**config.mk**
```make
export PLATFORM = sky130hd
export DESIGN_NAME = controlador_fetch_flat
export DESIGN_NICKNAME = d
export VERILOG_FILES = /design/src/rtl/controlador_fetch_if.sv /design/src/rtl/controlador_fetch.sv /design/src/flat_wrapper.sv
export SDC_FILE = /design/constraint.sdc
export NUM_CORES = 1
export LEC_CHECK = 0
export CAP_MARGIN = 25
export CORE_UTILIZATION = 25
export DETAILED_ROUTE_END_ITERATION = 8
export SLEW_MARGIN = 20
export SYNTH_ARGS = -nofsm -noshare
export SYNTH_HDL_FRONTEND = slang
export SYNTH_SLANG_ARGS = --single-unit
```
**constraint.sdc**
```tcl
create_clock -name clk -period 1.8 [get_ports clk]
set_input_delay 0.54 -clock clk [delete_from_list [all_inputs] [get_ports clk]]
set_output_delay 0.54 -clock clk [all_outputs]
set_load 0.03 [all_outputs]
```
**src/rtl/controlador_fetch_if.sv**
```systemverilog
// ROM read bus and debug/loader read port shared by the fetch controller.
// slave = fetch controller side, master = ROM plus debug requester side.
interface controlador_fetch_if #(
  parameter int ADDR_W = 10,
  parameter int DATA_W = 32
);
  logic [ADDR_W-1:0] mem_addr;
  logic [DATA_W-1:0] mem_instr;
  logic              dbg_req;
  logic [ADDR_W-1:0] dbg_addr;
  logic              dbg_gnt;
  logic [DATA_W-1:0] dbg_data;
  logic              dbg_rvalid;

  modport slave (
    output mem_addr,
    input  mem_instr,
    input  dbg_req,
    input  dbg_addr,
    output dbg_gnt,
    output dbg_data,
    output dbg_rvalid
  );

  modport master (
    input  mem_addr,
    output mem_instr,
    output dbg_req,
    output dbg_addr,
    input  dbg_gnt,
    input  dbg_data,
    input  dbg_rvalid
  );
endinterface

```
**src/rtl/controlador_fetch.sv**
```systemverilog
// Fetch controller: owns the PC, loads IF/ID, handles stall/redirect/HLT; ROM port shared with a debug reader.
// The debug reader and its bounded-wait slot stealing exist only when DBG_PORT_EN is defined.
module controlador_fetch #(
  parameter int                 ADDR_W       = 10,
  parameter int                 DATA_W       = 32,
  parameter logic [ADDR_W-1:0]  RESET_PC     = '0,
  parameter logic [DATA_W-1:0]  HALT_WORD    = '0,
  parameter int                 DBG_MAX_WAIT = 8
) (
  input  logic                clk,
  input  logic                rst_n,
  controlador_fetch_if.slave  bus,
  input  logic                stall,
  input  logic                redirect_valid,
  input  logic [ADDR_W-1:0]   redirect_target,
  output logic [DATA_W-1:0]   if_instr,
  output logic [ADDR_W-1:0]   if_pc,
  output logic                if_valid,
  output logic                halted
);

  typedef enum logic [1:0] {ST_BOOT, ST_RUN, ST_HALT} state_t;

  state_t              state_q, state_d;
  logic [ADDR_W-1:0]   pc_q, pc_d;
  logic [DATA_W-1:0]   if_instr_q, if_instr_d;
  logic [ADDR_W-1:0]   if_pc_q, if_pc_d;
  logic                if_valid_q, if_valid_d;
  logic                halted_q, halted_d;
  logic                dbg_gnt;

`ifdef DBG_PORT_EN
  localparam int WAIT_W = $clog2(DBG_MAX_WAIT + 1);

  logic [WAIT_W-1:0]   wait_cnt_q, wait_cnt_d;
  logic [DATA_W-1:0]   dbg_data_q, dbg_data_d;
  logic                dbg_rvalid_q, dbg_rvalid_d;

  // The cycle after a grant carries rvalid; the requester is retiring, so no grant then.
  always_comb begin
    dbg_gnt = 1'b0;
    if (bus.dbg_req && !dbg_rvalid_q) begin
      case (state_q)
        ST_RUN:  dbg_gnt = !redirect_valid &&
                           (stall || (wait_cnt_q == WAIT_W'(DBG_MAX_WAIT)));
        ST_HALT: dbg_gnt = 1'b1;
        default: dbg_gnt = 1'b0;
      endcase
    end
  end

  always_comb begin
    wait_cnt_d   = wait_cnt_q;
    dbg_rvalid_d = dbg_gnt;
    dbg_data_d   = dbg_gnt ? bus.mem_instr : dbg_data_q;
    if (dbg_gnt || !bus.dbg_req) begin
      wait_cnt_d = '0;
    end else if (state_q == ST_RUN && wait_cnt_q != WAIT_W'(DBG_MAX_WAIT)) begin
      wait_cnt_d = wait_cnt_q + WAIT_W'(1);
    end
  end

  always_ff @(posedge clk or negedge rst_n) begin
    if (!rst_n) begin
      wait_cnt_q   <= '0;
      dbg_data_q   <= '0;
      dbg_rvalid_q <= 1'b0;
    end else begin
      wait_cnt_q   <= wait_cnt_d;
      dbg_data_q   <= dbg_data_d;
      dbg_rvalid_q <= dbg_rvalid_d;
    end
  end

  assign bus.mem_addr   = dbg_gnt ? bus.dbg_addr : pc_q;
  assign bus.dbg_gnt    = dbg_gnt;
  assign bus.dbg_data   = dbg_data_q;
  assign bus.dbg_rvalid = dbg_rvalid_q;
`else
  logic unused_dbg;

  assign dbg_gnt        = 1'b0;
  assign unused_dbg     = ^{bus.dbg_req, bus.dbg_addr};
  assign bus.mem_addr   = pc_q;
  assign bus.dbg_gnt    = 1'b0;
  assign bus.dbg_data   = '0;
  assign bus.dbg_rvalid = 1'b0;
`endif

  always_comb begin
    state_d    = state_q;
    pc_d       = pc_q;
    if_instr_d = if_instr_q;
    if_pc_d    = if_pc_q;
    if_valid_d = if_valid_q;
    halted_d   = halted_q;
    case (state_q)
      ST_BOOT: state_d = ST_RUN;
      ST_RUN: begin
        if (redirect_valid) begin
          pc_d       = redirect_target;
          if_valid_d = 1'b0;
        end else if (!stall) begin
          if (dbg_gnt) begin
            if_valid_d = 1'b0;
          end else begin
            if_instr_d = bus.mem_instr;
            if_pc_d    = pc_q;
            if_valid_d = 1'b1;
            // HLT still enters IF/ID so it drains down the pipe; the PC parks on it.
            if (bus.mem_instr == HALT_WORD) begin
              state_d  = ST_HALT;
              halted_d = 1'b1;
            end else begin
              pc_d = pc_q + ADDR_W'(1);
            end
          end
        end
      end
      ST_HALT: begin
        if (!stall) if_valid_d = 1'b0;
        if (redirect_valid) begin
          pc_d     = redirect_target;
          halted_d = 1'b0;
          state_d  = ST_RUN;
        end
      end
      default: state_d = ST_BOOT;
    endcase
  end

  always_ff @(posedge clk or negedge rst_n) begin
    if (!rst_n) begin
      state_q    <= ST_BOOT;
      pc_q       <= RESET_PC;
      if_instr_q <= '0;
      if_pc_q    <= '0;
      if_valid_q <= 1'b0;
      halted_q   <= 1'b0;
    end else begin
      state_q    <= state_d;
      pc_q       <= pc_d;
      if_instr_q <= if_instr_d;
      if_pc_q    <= if_pc_d;
      if_valid_q <= if_valid_d;
      halted_q   <= halted_d;
    end
  end

  assign if_instr = if_instr_q;
  assign if_pc    = if_pc_q;
  assign if_valid = if_valid_q;
  assign halted   = halted_q;

endmodule

```
**src/flat_wrapper.sv**
```systemverilog
// flat-port wrapper written by rule: the top's interface ports become plain ports
module controlador_fetch_flat 
#(
  parameter int                 ADDR_W       = 10,
  parameter int                 DATA_W       = 32,
  parameter logic [ADDR_W-1:0]  RESET_PC     = '0,
  parameter logic [DATA_W-1:0]  HALT_WORD    = '0,
  parameter int                 DBG_MAX_WAIT = 8
)
  (clk, rst_n, stall, redirect_valid, redirect_target, if_instr, if_pc, if_valid, halted, bus_mem_addr, bus_mem_instr, bus_dbg_req, bus_dbg_addr, bus_dbg_gnt, bus_dbg_data, bus_dbg_rvalid);
  controlador_fetch_if #(.ADDR_W(ADDR_W), .DATA_W(DATA_W)) bus_i ();
  input  logic clk;
  input  logic rst_n;
  input  logic stall;
  input  logic redirect_valid;
  input  logic [ADDR_W-1:0] redirect_target;
  output logic [DATA_W-1:0] if_instr;
  output logic [ADDR_W-1:0] if_pc;
  output logic if_valid;
  output logic halted;
  output wire logic [$bits(bus_i.mem_addr)-1:0] bus_mem_addr;
  input wire logic [$bits(bus_i.mem_instr)-1:0] bus_mem_instr;
  input wire logic [$bits(bus_i.dbg_req)-1:0] bus_dbg_req;
  input wire logic [$bits(bus_i.dbg_addr)-1:0] bus_dbg_addr;
  output wire logic [$bits(bus_i.dbg_gnt)-1:0] bus_dbg_gnt;
  output wire logic [$bits(bus_i.dbg_data)-1:0] bus_dbg_data;
  output wire logic [$bits(bus_i.dbg_rvalid)-1:0] bus_dbg_rvalid;
  assign bus_mem_addr = bus_i.mem_addr;
  assign bus_i.mem_instr = bus_mem_instr;
  assign bus_i.dbg_req = bus_dbg_req;
  assign bus_i.dbg_addr = bus_dbg_addr;
  assign bus_dbg_gnt = bus_i.dbg_gnt;
  assign bus_dbg_data = bus_i.dbg_data;
  assign bus_dbg_rvalid = bus_i.dbg_rvalid;
  controlador_fetch #(.ADDR_W(ADDR_W), .DATA_W(DATA_W), .RESET_PC(RESET_PC), .HALT_WORD(HALT_WORD), .DBG_MAX_WAIT(DBG_MAX_WAIT)) u_core (.clk(clk), .rst_n(rst_n), .bus(bus_i), .stall(stall), .redirect_valid(redirect_valid), .redirect_target(redirect_target), .if_instr(if_instr), .if_pc(if_pc), .if_valid(if_valid), .halted(halted));
endmodule
```
---- Word level (Yosys, flattened, before mapping) ----
Cells that the tools add are included.
Widths: inputs -> output; s select.
storage, ports and cells
  output and inout bits ................... 88
  register bits ........................... 56
  logic and storage cells ................. 45
  input port bits ......................... 57
cells by class
  multiplexer cells ....................... 19
  $add $sub $neg .......................... 1
  reductions and logical operators ........ 8
  bitwise logic cells ..................... 2
  eq/ne operators ......................... 9
operators by type and width
  operator               number
  $mux 10                4
  $logic_not 32->1       1
  $pmux 10 s2            1
  $add 10x1->10 const B  1
  $mux 2                 4
  $ne 2x2->1 const B     4
  $reduce_and 4->1       2
  $mux 1                 7
  $ne 3x3->1 const B     2
  $pmux 2 s3             1
  $reduce_and 3->1       2
  $reduce_and 5->1       1
  $pmux 1 s2             2
  $eq 2x1->1 const B     1
  $eq 2x2->1 const B     1
  $logic_not 2->1        1
  $ne 2x1->1 const B     1
  $not 1->1              2
  $reduce_bool 2->1      1

---- Longest topological paths before layout ----
  word-level depth ........................ 5
  mapped depth ............................ 7
  depth with buffers taken out ............ 6

---- Worst setup path before layout ----
No wires, ideal clock.
  path kind ............................... in2reg
  start point ............................. input bus_mem_instr[6]
  end point ............................... register u_core.pc_q[6] (netlist: u_core.bus.mem_addr[6])
  buffers on the path ..................... 0
  cell stages on the path ................. 5
  arrival time ............................ 1.628 ns
  data required time ...................... 1.682 ns
  setup time .............................. 0.118 ns
  slack ................................... 0.053 ns
  cell sequence ........................... nor4_1 > nand4_1 > o21ai_4 > a21oi_1 > o2bb2a_4
between the ends
  longest elaborated chain between the ends .. 3
RTL lines
  what                               RTL line                  RTL
  start, declared                    flat_wrapper.sv:22        input wire logic [$bits(bus_i.mem_instr)-1:0] bus_mem_instr;
  $logic_not 32->1                   controlador_fetch.sv:111  if (bus.mem_instr == HALT_WORD) begin
  $ne 3x3->1 (no source line)        --
  $reduce_and 4->1 (no source line)  --
  end signal, assigned               controlador_fetch.sv:142  pc_q <= pc_d;
  end, declared                      controlador_fetch.sv:25   logic [ADDR_W-1:0] pc_q, pc_d;
Every way passes these cells.
A chain may end at the register's enable or synchronous reset.

---- Worst setup path after layout ----
  start point ............................. input bus_mem_instr[26]
  end point ............................... register u_core.pc_q[9] (netlist: u_core.bus.mem_addr[9])
The elaborated chain is that of the path after synthesis.

==> metrics.yaml <==
io_buffers: 99
status: "completed"
die_h_um: 108
gp_congestion: 0.762
final.min_clock_period_ns: 1.73
tns_ns: 0
drtPass1Iterations: 4
grt_usage_pct: 12.7
grt_overflow: 0
fillCellCount: 1089
cts-root-buf: "clkbuf_16"
grt_pass1_wl_mm: 11.6
syn2layout_area_growth_pct: 53.2
worstSetupStartpointType: "primary input"
ys_seq_area_share_pct: 49.7
die-area_um2: 11700
met1_usage_pct: 15.3
final-setup-viol-count: 0
path_clk_slew_ns: 0.08
rows: 38
total_power_mw: 4.11
dp_hpwl_mm: 5.17
clock-sinks: 56
clock_latency_ns: 0.29
drt_iter0_drc: 78
vias: 2237
globalRouteMet2Util_pct: 21.9
synth.ff_latch_count: 56
yosysTopAreaCellShare_pct: 49.7
fin_skew_ns: 0.00609
antenna_cells: 0
h-tree-depth: 2
path_max_fanout: 8
final_nets: 415
hold_buffers: 0
yosys.area.top_type: "dfrtp_1"
irDropWorstVdd_mv: 0.426
crit_type: "in -> reg"
fin_crit_sh_pct: 95.9
final_cell_mix: "60 x dlygate4sd2_1, 56 x dfrtp_1, 39 x mux2_2, 34 x conb_1, 18 x buf_4"
synth.distinct_cells: 37
clk_path_buf_depth: 2
remaining_drc_errors: 0
syn-cell-area_um2: 2820
powerDensity_nw_per_um2: 952
syn_avg_cell_area_um2: 12.2
cts_tree: "yes"
drv_cap: 0
critical_path_required_ns: 1.97
rsz0062_at_grt: "no"
wl_mm: 7.49
synth_warnings: 0
vias_per_cell: 4.49
maxSlewViolCount: 0
core_um2: 10900
worstSetupEndpointType: "flop"
ys_top_cells_by_area: "dfrtp_1 50%, mux2_2 16%, buf_4 9.1%"
grt_max_degree: 57
die_x_um: 108
final_hold_viol_count: 0
fmax_ghz: 0.579
worst_hold_path_type: "in -> async"
ios: 145
cts_inserted_buffers: 5
initial_utilization_pct: 25.8
final_common_cell: "dlygate4sd2_1"
drive_above_1_share_pct: 35.2
ant_nets: 0
worstPathArrival_ns: 1.90
grtUsageMet3_pct: 4.34
grt.busiest_layer: "met2"
grt_pass1_vias: 2282
wl_per_cell_um: 15.0
antenna_found_initial: 0
synth_cells: 231
leakage_nw: 1.91
ff2ff_path_depth: 6
## power by group
| part | switching [mW] | internal (mW) |
|---|---|---|
| Combinational | 0.872 | 0.552 |
| Sequential | 0.0979 | 1.46 |
| Clock | 0.472 | 0.663 |
| Total | 1.44 | 2.67 |
## per-stage QoR
step	util (%)	setup WS (ns)	area [µm²]	cells	hold WS (ns)
4_1_cts	39.3	-0.00165	4290	495	0.256
3_5_place_dp	36.9	-0.760	4040	484	0.478
5_1_grt	39.5	0.00109	4320	498	0.267
3_3_place_gp	36.9	-0.809	4040	484	0.472
2_1_floorplan	-	0.0532	2940	264	0.244
6_report	39.5	0.0729	4320	498	0.242
## per-layer routing
metal / share of wire [%] / vias to the layer above
li1: - / 1019
met1: 43 / 1108
met2: 48 / 106
met3: 8.5 / 4
met4: 0.43 / 0
met5: 0 / -
## timing repair
action | 4_1_cts | 5_1_grt
endpoints found under the hold margin | 0 | 0
gates resized for setup | 123 | 44
buffers inserted | 3 | 1
gates cloned | 1 | 2
pin swaps | 14 | 13
endpoints found under the setup margin | 109 | 53
## worst max-delay path, cell delays in order
cell             delay, ns
clkdlybuf4s15_1       0.21
nor4_4                0.30
nand4_4               0.18
o21ai_4               0.20
buf_12                0.15
buf_4                 0.11
a21oi_1               0.06
a2bb2oi_1             0.15
## synthesized netlist by cell type
library cell,count
nor4_1,2
nand3_1,3
nor2_1,8
dfrtp_1,56
nor3_1,10
a311oi_1,1
nor3_2,1
nand4_2,1
nor2b_1,2
mux2_1,2
a31oi_1,2
buf_4,34
and3_1,1
a221oi_1,2
inv_1,2
o2bb2ai_1,1
a222oi_1,1
mux2i_1,2
o2bb2a_4,3
conb_1,1
o21ai_4,2
nor4_2,6
a22oi_1,1
and2b_1,1
a21oi_1,12
mux2_2,40
nand4_1,3
nand2_1,6
ha_1,1
buf_2,8
o21a_1,2
o21ai_0,5
o22ai_1,1
a2bb2oi_1,3
nand2b_1,3
a211oi_2,1
nand2_4,1
## final timing paths
check,start,to,slack (ns)
worst max-delay path,bus_mem_instr[26],u_core.bus.mem_addr[9],0.07
worst min-delay path,rst_n,u_core.if_instr[29],0.24
worst max register to register,u_core.bus.mem_addr[0],u_core.bus.mem_addr[8],0.13
worst min register to register,u_core.if_instr[16],u_core.if_instr[16],0.49
max in group asynchronous,rst_n,u_core.if_instr[5],1.31
min in group clk,u_core.if_instr[16],u_core.if_instr[16],0.49
## registers in the layout, indices dropped and copies added (netlist names)
| name | cells |
|---|---|
| u_core.if_instr | 32 |
| u_core.bus.mem_addr | 10 |
| u_core.if_pc | 10 |
| u_core.state_q | 2 |
| u_core.halted | 1 |
| u_core.if_valid | 1 |
## logic make-up after synthesis
group | share of synthesized area [%]
other | 0.133
buffers and inverters | 10.7
and+or+nand+nor | 10.7
adders and majority gates | 0.444
DFF | 49.7
AOI/OAI and AO/OA | 10.7
muxes | 17.5
## area by class of cell
class | instances | area, µm² | share of cell area (%)
sequential | 56 | 1400 | 32.4
multi-input combinational | 164 | 1400 | 32.3
clock buffer | 5 | 125 | 2.90
timing repair buffer | 128 | 1170 | 27.0
tap | 140 | 175 | 4.06
inverter | 2 | 7.51 | 0.174
clock inverter | 3 | 47.5 | 1.10
Power figures use the tool's default switching activity.
